File: config.mk
export PLATFORM = sky130hd
export DESIGN_NAME = dmem_access_ctrl
export DESIGN_NICKNAME = d
export VERILOG_FILES = /design/src/rtl/dmem_access_ctrl.sv
export SDC_FILE = /design/constraint.sdc
export NUM_CORES = 1
export LEC_CHECK = 0
export ABC_AREA = 1
export CORE_MARGIN = 4
export CORE_UTILIZATION = 42
export DETAILED_ROUTE_END_ITERATION = 8
export MAX_ROUTING_LAYER = met4
export PLACE_DENSITY = 0.79
export SKIP_LAST_GASP = 1
export SYNTH_ARGS = -nofsm -noshare
export SYNTH_HDL_FRONTEND = slang
export SYNTH_SLANG_ARGS = --single-unit
File: constraint.sdc
create_clock -name clk -period 2.19 [get_ports clk]
set_input_delay 0.438 -clock clk [delete_from_list [all_inputs] [get_ports clk]]
set_output_delay 0.438 -clock clk [all_outputs]
set_load 0.05 [all_outputs]
File: src/rtl/dmem_access_ctrl.sv
// Load/store sequencer between decode and a variable-latency data memory.
// Stalls the core while a req/ack access is outstanding; aborts on misalignment, bus error or timeout.
module dmem_access_ctrl #(
   parameter int ADDR_W         = 9,
   parameter int TIMEOUT_CYCLES = 255
) (
   input  logic              clk,
   input  logic              rst_n,
   input  logic              MemRead,
   input  logic              MemWrite,
   input  logic [2:0]        Funct3,
   input  logic [ADDR_W-1:0] addr,
   input  logic [31:0]       wdata,
   output logic [31:0]       rdata,
   output logic              stall,
   output logic              done,
   output logic              fault,
   output logic [1:0]        fault_cause,
   output logic              mem_req,
   output logic              mem_we,
   output logic [ADDR_W-1:0] mem_addr,
   output logic [3:0]        mem_be,
   output logic [31:0]       mem_wdata,
   input  logic              mem_ack,
   input  logic              mem_err,
   input  logic [31:0]       mem_rdata
);

   localparam int CNT_W = $clog2(TIMEOUT_CYCLES);
   localparam logic [CNT_W-1:0] CNT_LAST = CNT_W'(TIMEOUT_CYCLES - 1);

   typedef enum logic [1:0] {IDLE, REQ, DONE, ERR} state_t;

   state_t           state, state_nxt;
   logic [CNT_W-1:0] cnt;
   logic [1:0]       off;
   logic [1:0]       size;
   logic             uns;
   logic [1:0]       cause_nxt;
   logic             is_b, is_h, is_w, misaligned;
   logic [3:0]       be_nxt;
   logic [31:0]      wdata_nxt, lane, load_val;

   // Funct3 011/110/111 decode as word accesses
   assign is_b = (Funct3[1:0] == 2'b00);
   assign is_h = (Funct3[1:0] == 2'b01);
   assign is_w = Funct3[1];
   assign misaligned = (is_h & addr[0]) | (is_w & (addr[1:0] != 2'b00));

   always_comb begin
      be_nxt    = 4'b1111;
      wdata_nxt = wdata;
      if (is_b) begin
         be_nxt    = 4'b0001 << addr[1:0];
         wdata_nxt = {4{wdata[7:0]}};
      end else if (is_h) begin
         be_nxt    = 4'b0011 << {addr[1], 1'b0};
         wdata_nxt = {2{wdata[15:0]}};
      end
   end

   assign lane = mem_rdata >> {off, 3'b000};

   always_comb begin
      case (size)
         2'b00:   load_val = uns ? {24'b0, lane[7:0]}  : {{24{lane[7]}}, lane[7:0]};
         2'b01:   load_val = uns ? {16'b0, lane[15:0]} : {{16{lane[15]}}, lane[15:0]};
         default: load_val = mem_rdata;
      endcase
   end

   always_comb begin
      state_nxt = state;
      cause_nxt = fault_cause;
      case (state)
         IDLE: begin
            if (MemRead & MemWrite) begin
               state_nxt = ERR;
               cause_nxt = 2'b01;
            end else if (MemRead | MemWrite) begin
               if (misaligned) begin
                  state_nxt = ERR;
                  cause_nxt = 2'b01;
               end else begin
                  state_nxt = REQ;
               end
            end
         end
         REQ: begin
            // an ack in the final wait cycle beats the timeout
            if (mem_ack) begin
               state_nxt = mem_err ? ERR : DONE;
               if (mem_err) cause_nxt = 2'b10;
            end else if (cnt == CNT_LAST) begin
               state_nxt = ERR;
               cause_nxt = 2'b11;
            end
         end
         DONE:    state_nxt = IDLE;
         ERR:     state_nxt = IDLE;
         default: state_nxt = IDLE;
      endcase
   end

   always_ff @(posedge clk or negedge rst_n) begin
      if (!rst_n) begin
         state       <= IDLE;
         fault_cause <= 2'b00;
         cnt         <= '0;
         off         <= 2'b00;
         size        <= 2'b00;
         uns         <= 1'b0;
         mem_we      <= 1'b0;
         mem_addr    <= '0;
         mem_be      <= 4'b0000;
         mem_wdata   <= 32'b0;
         rdata       <= 32'b0;
      end else begin
         state       <= state_nxt;
         fault_cause <= cause_nxt;
         if (state == IDLE && state_nxt == REQ) begin
            mem_addr  <= {addr[ADDR_W-1:2], 2'b00};
            mem_we    <= MemWrite;
            mem_be    <= be_nxt;
            mem_wdata <= wdata_nxt;
            off       <= addr[1:0];
            size      <= Funct3[1:0];
            uns       <= Funct3[2];
            cnt       <= '0;
         end
         if (state == REQ && !mem_ack) cnt <= cnt + CNT_W'(1);
         if (state == REQ && mem_ack && !mem_err && !mem_we) rdata <= load_val;
      end
   end

   assign stall   = ((state == IDLE) & (MemRead | MemWrite)) | (state == REQ);
   assign mem_req = (state == REQ);
   assign done    = (state == DONE);
   assign fault   = (state == ERR);

endmodule

==> summary.txt, run 1 <==
==================================================================================
Post-synthesis async set-or-reset flop share                                  100%
Worst min-delay path class                                                 reg2reg
Number of enable-type register cells in the synthesized netlist                  0
Clock power share                                                            14.9%
Number of clock sinks                                                           93
Final number of hold-violating endpoints                                         0
Setup WS post-layout                                                      0.186 ns
Die span in x                                                               118 um
Clock Latency Late Sink                                                    0.34 ns
Synth warnings                                                                   0
Pre-Repair DR Iteration Count                                                    6
Port Buffers                                                                   163
Synth Instances                                                                687
Initial Util                                                                 43.5%
Total Wirelength                                                          13900 um
Post-detailed-route count of antenna-violating nets                              0
Starting DRC count in detailed routing                                         357
Shortest period the worst path allows                                      2.00 ns
Leakage Power                                                              3.54 nW
Mean cell area of the mapped netlist                                    7.35 sq um
Level count of the clock H-tree                                                  3
Total Nets Final                                                               928
Area of the core                                                       11600 sq um
Master cell of the clock root buffer                                  sky130_fd_sc_hd__clkbuf_16
Crit path max fanout                                                             3
Fmax                                                                       499 MHz
Via density per instance                                                      4.85
Vertical extent of the die                                                  118 um
DIE AREA                                                               13800 sq um
CTS Buffer Depth                                                                 2
Cell types occupying the most area after synthesis                    sky130_fd_sc_hd__dfrtp_1 (46%), sky130_fd_sc_hd__nand2_1 (14%), sky130_fd_sc_hd__inv_1 (6.8%)
Final period util                                                            91.5%
Fraction of final layout cells sized beyond drive strength 1                 9.07%
Tightest hold margin                                                      0.477 ns
Final GP Congestion                                                          0.870
Setup violation total in the final timing report                                 0
Gate power share                                                             58.9%
Critical Path Source Type                                                input pin
Number of buffers created by CTS                                                 9
Global-route wire length before repair                                    22900 um
List of most frequent post-synthesis cells                            sky130_fd_sc_hd__nand2_1 (192), sky130_fd_sc_hd__dfrtp_1 (93), sky130_fd_sc_hd__inv_1 (92)
Cell type with the largest total area after synthesis                 sky130_fd_sc_hd__dfrtp_1
Share of synthesized area occupied by flip-flops and latches                 46.1%
Number of core rows                                                             39
Worst vdd ir                                                              0.923 mV
Clock-pin transition on the worst setup and hold timing paths              0.07 ns
Ratio of total power to cell area                                     1580 nW/um^2
Largest net degree at the start of global routing                               87
Number of I/O pins                                                             166
Final worst clock skew                                                  0.00860 ns
Count of final max-slew check failures                                           0
Portion of total power attributed to sequential cells                        26.2%
Postcts setup bufs                                                               0
WS Path Type                                                                in2out
Result of the run                                                     finished, final reports clean
Number of global-route vias before repair                                     4562
Flop and latch count out of synthesis                                           93
Fraction of power spent switching nets                                       49.5%
Slew margin rel.                                                             61.6%
Cell area after synthesis                                               5050 sq um
Net switching power                                                        5.61 mW
Synth top area share                                                         46.1%
Setup TNS after final layout                                                  0 ns
Slew at the pin with the worst max-slew slack                             0.574 ns
Signed area change from the synthesized netlist to the final layout          42.0%
Distinct cell type count after synthesis                                        34
Critical Path End Type                                                 output port
Total via count after detailed routing                                        4810
Clock tree from TritonCTS                                                      yes
Most instantiated library cell after synthesis                        sky130_fd_sc_hd__nand2_1
Arrival time at the worst endpoint                                         1.57 ns
Tot GR Track Use                                                             20.7%
Setup repair after global routing missed its margin                          false
Internal power component                                                   5.71 mW
DRC violations left                                                              0
Worst setup slack before clock tree synthesis                             0.183 ns
Antenna violations before repair                                                 0
Max-cap viol count                                                               0
Critical path data required time                                           1.75 ns
Most used DFF post-synth                                              sky130_fd_sc_hd__dfrtp_1
Detailed placer's ending HPWL                                             10400 um
Overflow left after global routing                                               0
DR WL/cell                                                                 14.0 um
Number of diodes                                                                 0
==================================================================================
-- through the flow --
step | utilization, % | cell area (sq um) | instances | power (mW)
after floorplan | - | 5050 | 688 | 7.42
after global placement | 58.9 | 6840 | 975 | 9.60
after detailed placement | 58.9 | 6840 | 975 | 9.68
after CTS | 61.7 | 7170 | 992 | 11.4
after global routing | 61.8 | 7170 | 992 | 12.0
final | 61.8 | 7170 | 992 | 11.3
-- cell type report --
type / instances / area [sq um]
Fill cell: 1029 / 4440
Sequential cell: 93 / 2330
Multi-Input combinational cell: 460 / 2150
Timing Repair Buffer: 179 / 1810
Inverter: 101 / 380
Clock buffer: 9 / 225
Tap cell: 143 / 179
Clock inverter: 7 / 97.6
-- power groups by stage --
stage | Combinational [mW] | Sequential [mW] | Clock (mW)
detailed placement | 6.70 | 2.99 | 0
global placement | 6.62 | 2.98 | 0
CTS | 6.72 | 2.97 | 1.73
global route | 7.14 | 3.06 | 1.81
finish | 6.67 | 2.97 | 1.69
floorplan | 2.12 | 5.30 | 0
-- cell families after synthesis --
kind of cell / count (synthesis) / share of synthesized area [%]
compound gates: 144 / 14.7
fa+ha+maj: 2 / 0.495
buf+inv: 135 / 11.5
flops: 93 / 46.1
other cells: 1 / 0.0742
simple gates: 312 / 27.1
-- placed cells by master (no fill, tap or decap), types with 5 or more instances in the layout --
master	netlist	final
sky130_fd_sc_hd__a21oi_1	57	57
sky130_fd_sc_hd__buf_12	0	5
sky130_fd_sc_hd__buf_4	3	14
sky130_fd_sc_hd__clkbuf_16	0	9
sky130_fd_sc_hd__clkdlybuf4s50_1	0	158
sky130_fd_sc_hd__dfrtp_1	93	93
sky130_fd_sc_hd__inv_1	92	92
sky130_fd_sc_hd__inv_2	7	7
sky130_fd_sc_hd__nand2_1	192	192
sky130_fd_sc_hd__nand3_1	50	50
sky130_fd_sc_hd__nor2_1	31	31
sky130_fd_sc_hd__o21ai_0	44	44
sky130_fd_sc_hd__o21ai_1	37	37
sky130_fd_sc_hd__or2_2	22	22
-- what timing repair did --
action / CTS / global route
hold buffers: 1 / 0
endpoints found under the hold margin: 14 / 0
gates resized for setup: 0 / 1
endpoints found under the setup margin: 0 / 1
-- path summary, 6_finish.rpt --
check / end / start / depth (start not counted) / slack [ns]
max: stall / MemWrite / 6 / 0.19
min in group asynchronous: rdata[7]$_DFFE_PN0P_ / rst_n / 2 / 0.50
min reg2reg: rdata[5]$_DFFE_PN0P_ / rdata[5]$_DFFE_PN0P_ / 2 / 0.48
max in group asynchronous: mem_addr[3]$_DFFE_PN0P_ / rst_n / 3 / 1.14
min: rdata[5]$_DFFE_PN0P_ / rdata[5]$_DFFE_PN0P_ / 2 / 0.48
max reg2reg: rdata[14]$_DFFE_PN0P_ / state[1]$_DFF_PN0_ / 9 / 0.55
-- critical path, stage by stage --
cell	delay [ns]
sky130_fd_sc_hd__clkdlybuf4s50_1	0.53
sky130_fd_sc_hd__nor2_1	0.08
sky130_fd_sc_hd__nor3_1	0.18
sky130_fd_sc_hd__inv_1	0.08
sky130_fd_sc_hd__nand2_1	0.11
sky130_fd_sc_hd__buf_12	0.14
-- metal layers --
layer / global-route usage [%] / part of all wire, %
met1: 28.2 / 47
met2: 30.5 / 44
met4: 6.37 / 1.4
met5: - / 0
met3: 5.29 / 7.9
-- sequential cells by signal (all words and copies together), names as in the netlist --
register,flops
state,2
mem_addr,7
fault_cause,2
mem_wdata,32
mem_be,4
rdata,32
mem_we,1
off,2
cnt,8
size,2
uns,1
(Power assumes the default switching activity.)
==> run 2: changes to the inputs <==
--- a/config.mk
+++ b/config.mk
@@ -6,6 +6,7 @@
 export NUM_CORES = 1
 export LEC_CHECK = 0
 export ABC_AREA = 1
+export ABC_CLOCK_PERIOD_IN_PS = 2190
 export CORE_MARGIN = 4
 export CORE_UTILIZATION = 42
 export DETAILED_ROUTE_END_ITERATION = 8
==> results of run 2 <==
No change in the layout: final DEF, timing and power equal those of run 1.
==> run 3: changes to the inputs <==
--- a/config.mk
+++ b/config.mk
@@ -8,10 +8,10 @@
 export ABC_AREA = 1
 export ABC_CLOCK_PERIOD_IN_PS = 2190
 export CORE_MARGIN = 4
-export CORE_UTILIZATION = 42
+export CORE_UTILIZATION = 50
 export DETAILED_ROUTE_END_ITERATION = 8
 export MAX_ROUTING_LAYER = met4
-export PLACE_DENSITY = 0.79
+export PLACE_DENSITY = 0.91
 export SKIP_LAST_GASP = 1
 export SYNTH_ARGS = -nofsm -noshare
 export SYNTH_HDL_FRONTEND = slang
==> summary.txt, run 3 (synthesized netlist as in run 1, its figures left out) <==
==================================================================================
Commonest cells after routing, fill and taps aside                    sky130_fd_sc_hd__nand2_1 (192), sky130_fd_sc_hd__clkdlybuf4s50_1 (158), sky130_fd_sc_hd__dfrtp_1 (93), sky130_fd_sc_hd__inv_1 (92), sky130_fd_sc_hd__a21oi_1 (57)
Total Nets Final                                                               928   unchanged
Arrival time at the worst endpoint                                         1.62 ns   +0.05 ns
DR WL/cell                                                                 14.5 um   +3.6%
Final core occ                                                               71.1%   +9.4 points
Setup TNS after final layout                                                  0 ns   unchanged
Slew margin rel.                                                             63.1%   +1.5 points
Postcts setup bufs                                                               0   unchanged
Initial Util                                                                 51.4%   +7.9 points
Reg2reg start                                                         state[1]$_DFF_PN0_
Number of clock sinks                                                           93   unchanged
Leading cell type in the layout, fill and taps excluded               sky130_fd_sc_hd__nand2_1
Area taken by multi-input logic gates                                   2150 sq um   unchanged
Cell class contributing the biggest share of worst-path delay         buffers and inverters
Fraction of final layout cells sized beyond drive strength 1                 8.95%   -0.12 points
Number of core rows                                                             36   -7.7%
Critical register-to-register path endpoint                           rdata[30]$_DFFE_PN0P_
WS Path Type                                                               reg2out
Total Wirelength                                                          14200 um   +2.6%
Final GP Congestion                                                          0.948   +8.9%
Fmax                                                                       486 MHz   -2.6%
Crit path max fanout                                                             3   unchanged
Tightest hold margin                                                     0.0384 ns   -0.439 ns
Slew at the pin with the worst max-slew slack                             0.552 ns   -0.0219 ns
Tot Pwr                                                                    10.7 mW   -5.2%
Clock Latency Late Sink                                                    0.37 ns   +0.03 ns
Worst min-delay path class                                                in2async
Count of final max-slew check failures                                           0   unchanged
Critical-path cell list                                               clkdlybuf4s50_1
Final number of hold-violating endpoints                                         0   unchanged
Number of I/O pins                                                             166   unchanged
Via density per instance                                                      5.11   +5.3%
Level count of the clock H-tree                                                  3   unchanged
Result of the run                                                     finished, final reports clean
Post_cts resized                                                                 1   +1
Post-detailed-route count of antenna-violating nets                              0   unchanged
Reg2reg setup slack                                                        0.56 ns   about the same
Overflow left after global routing                                               0   unchanged
Largest net degree at the start of global routing                               79   -9.2%
Cell at the slowest stage of the critical path                        sky130_fd_sc_hd__clkdlybuf4s50_1
Area taken by flip-flops and latches                                    2330 sq um   unchanged
Number of global-route vias before repair                                     4784   +4.9%
Crit path largest cell delay                                               0.83 ns   +0.30 ns
Total via count after detailed routing                                        5016   +4.3%
Signed area change from the synthesized netlist to the final layout          38.2%
Biggest registers after layout                                        mem_wdata: 32 flops, rdata: 32 flops, cnt: 8 flops
Global-route wire length before repair                                    22700 um   -0.63%
Ratio of total power to cell area                                     1540 nW/um^2   -2.7%
Area of the core                                                        9820 sq um   -15%
Setup WS post-layout                                                      0.134 ns   -0.0525 ns
Number of buffers created by CTS                                                 9   unchanged
Max-cap viol count                                                               0   unchanged
Hold-fix buffers, CTS                                                            0   -1
Detailed placer's ending HPWL                                             10600 um   +2.1%
Starting DRC count in detailed routing                                         346   -3.1%
Tot GR Track Use                                                             25.3%   +4.6 points
Shortest period the worst path allows                                      2.06 ns   +0.0525 ns
Worst setup slack before clock tree synthesis                             0.169 ns   -0.0136 ns
Final period util                                                            93.9%   +2.4 points
Crit path buffers/inverters                                                      1   -2
CTS Buffer Depth                                                                 2   unchanged
Clock-pin transition on the worst setup and hold timing paths              0.10 ns   +0.03 ns
Critical Path Source Type                                                 register
DRC violations left                                                              0   unchanged
Worst reg2reg path depth                                                         9   unchanged
Critical Path End Type                                                 output port
Antenna violations before repair                                                 0   unchanged
Pre-Repair DR Iteration Count                                                    5   -1
Setup violation total in the final timing report                                 0   unchanged
Leakage Power                                                              3.45 nW   -2.5%
Final worst clock skew                                                   0.0171 ns   +0.00845 ns
Master cell of the clock root buffer                                  sky130_fd_sc_hd__clkbuf_8
Filler Cells Inserted                                                          789   -23%
Worst vdd ir                                                               1.05 mV   +14%
Number of diodes                                                                 0   unchanged
Setup repair after global routing missed its margin                          false
DIE AREA                                                               11800 sq um   -15%
Port Buffers                                                                   163   unchanged
Die span in x                                                               109 um   -7.8%
Vertical extent of the die                                                  109 um   -7.8%
Critical path data required time                                           1.75 ns   about the same
Clock tree from TritonCTS                                                      yes
==================================================================================
## run 3: cell types whose count changed in the layout (fill, tap and decap cells not counted), sizes merged
cell          delta
dlymetal6s2s     -1
clkinv           -1
dlygate4sd2      +1
clkbuf           +3
buf              +1
dlygate4sd3      -1
bufinv           -2
## run 3: worst max path at each step
stage | to | startpoint | cells past startpoint
finish | mem_we | mem_we$_DFFE_PN0P_ | 1
global route | mem_we | mem_we$_DFFE_PN0P_ | 1
CTS | mem_we | mem_we$_DFFE_PN0P_ | 1
detailed placement | rdata[30]$_DFFE_PN0P_ | mem_ack | 9
global placement | stall | MemWrite | 6
floorplan | fault_cause[0]$_DFFE_PN0P_ | state[0]$_DFF_PN0_ | 7
## run 3: per-layer routing
metal  part of all wire (%)  global-route usage [%]  vias up
met2                     47                    39.8      211
li1                       -                       -     2475
met1                     43                    32.0     2297
met5                      0                       -        -
met4                    2.3                    9.20        0
met3                    7.4                    5.91       33
## run 3: area by class of cell
type / count / area share, %
clock buffer: 12 / 2.08
clock inverter: 4 / 0.466
inverter: 101 / 5.45
multi-input combinational: 460 / 30.8
sequential: 93 / 33.3
tap: 133 / 2.38
timing repair buffer: 179 / 25.5
## run 3: power by group
part	switching, mW	leakage, nW	internal, mW
clock network	0.628	0.0832	0.451
logic	4.46	2.22	2.20
registers	0.502	1.15	2.48
## run 3: stage by stage
stage / cells / cell area [sq um]
2_1_floorplan: 688 / 5050
5_1_grt: 982 / 6980
3_5_place_dp: 966 / 6810
4_1_cts: 982 / 6980
6_report: 982 / 6980
3_3_place_gp: 966 / 6810
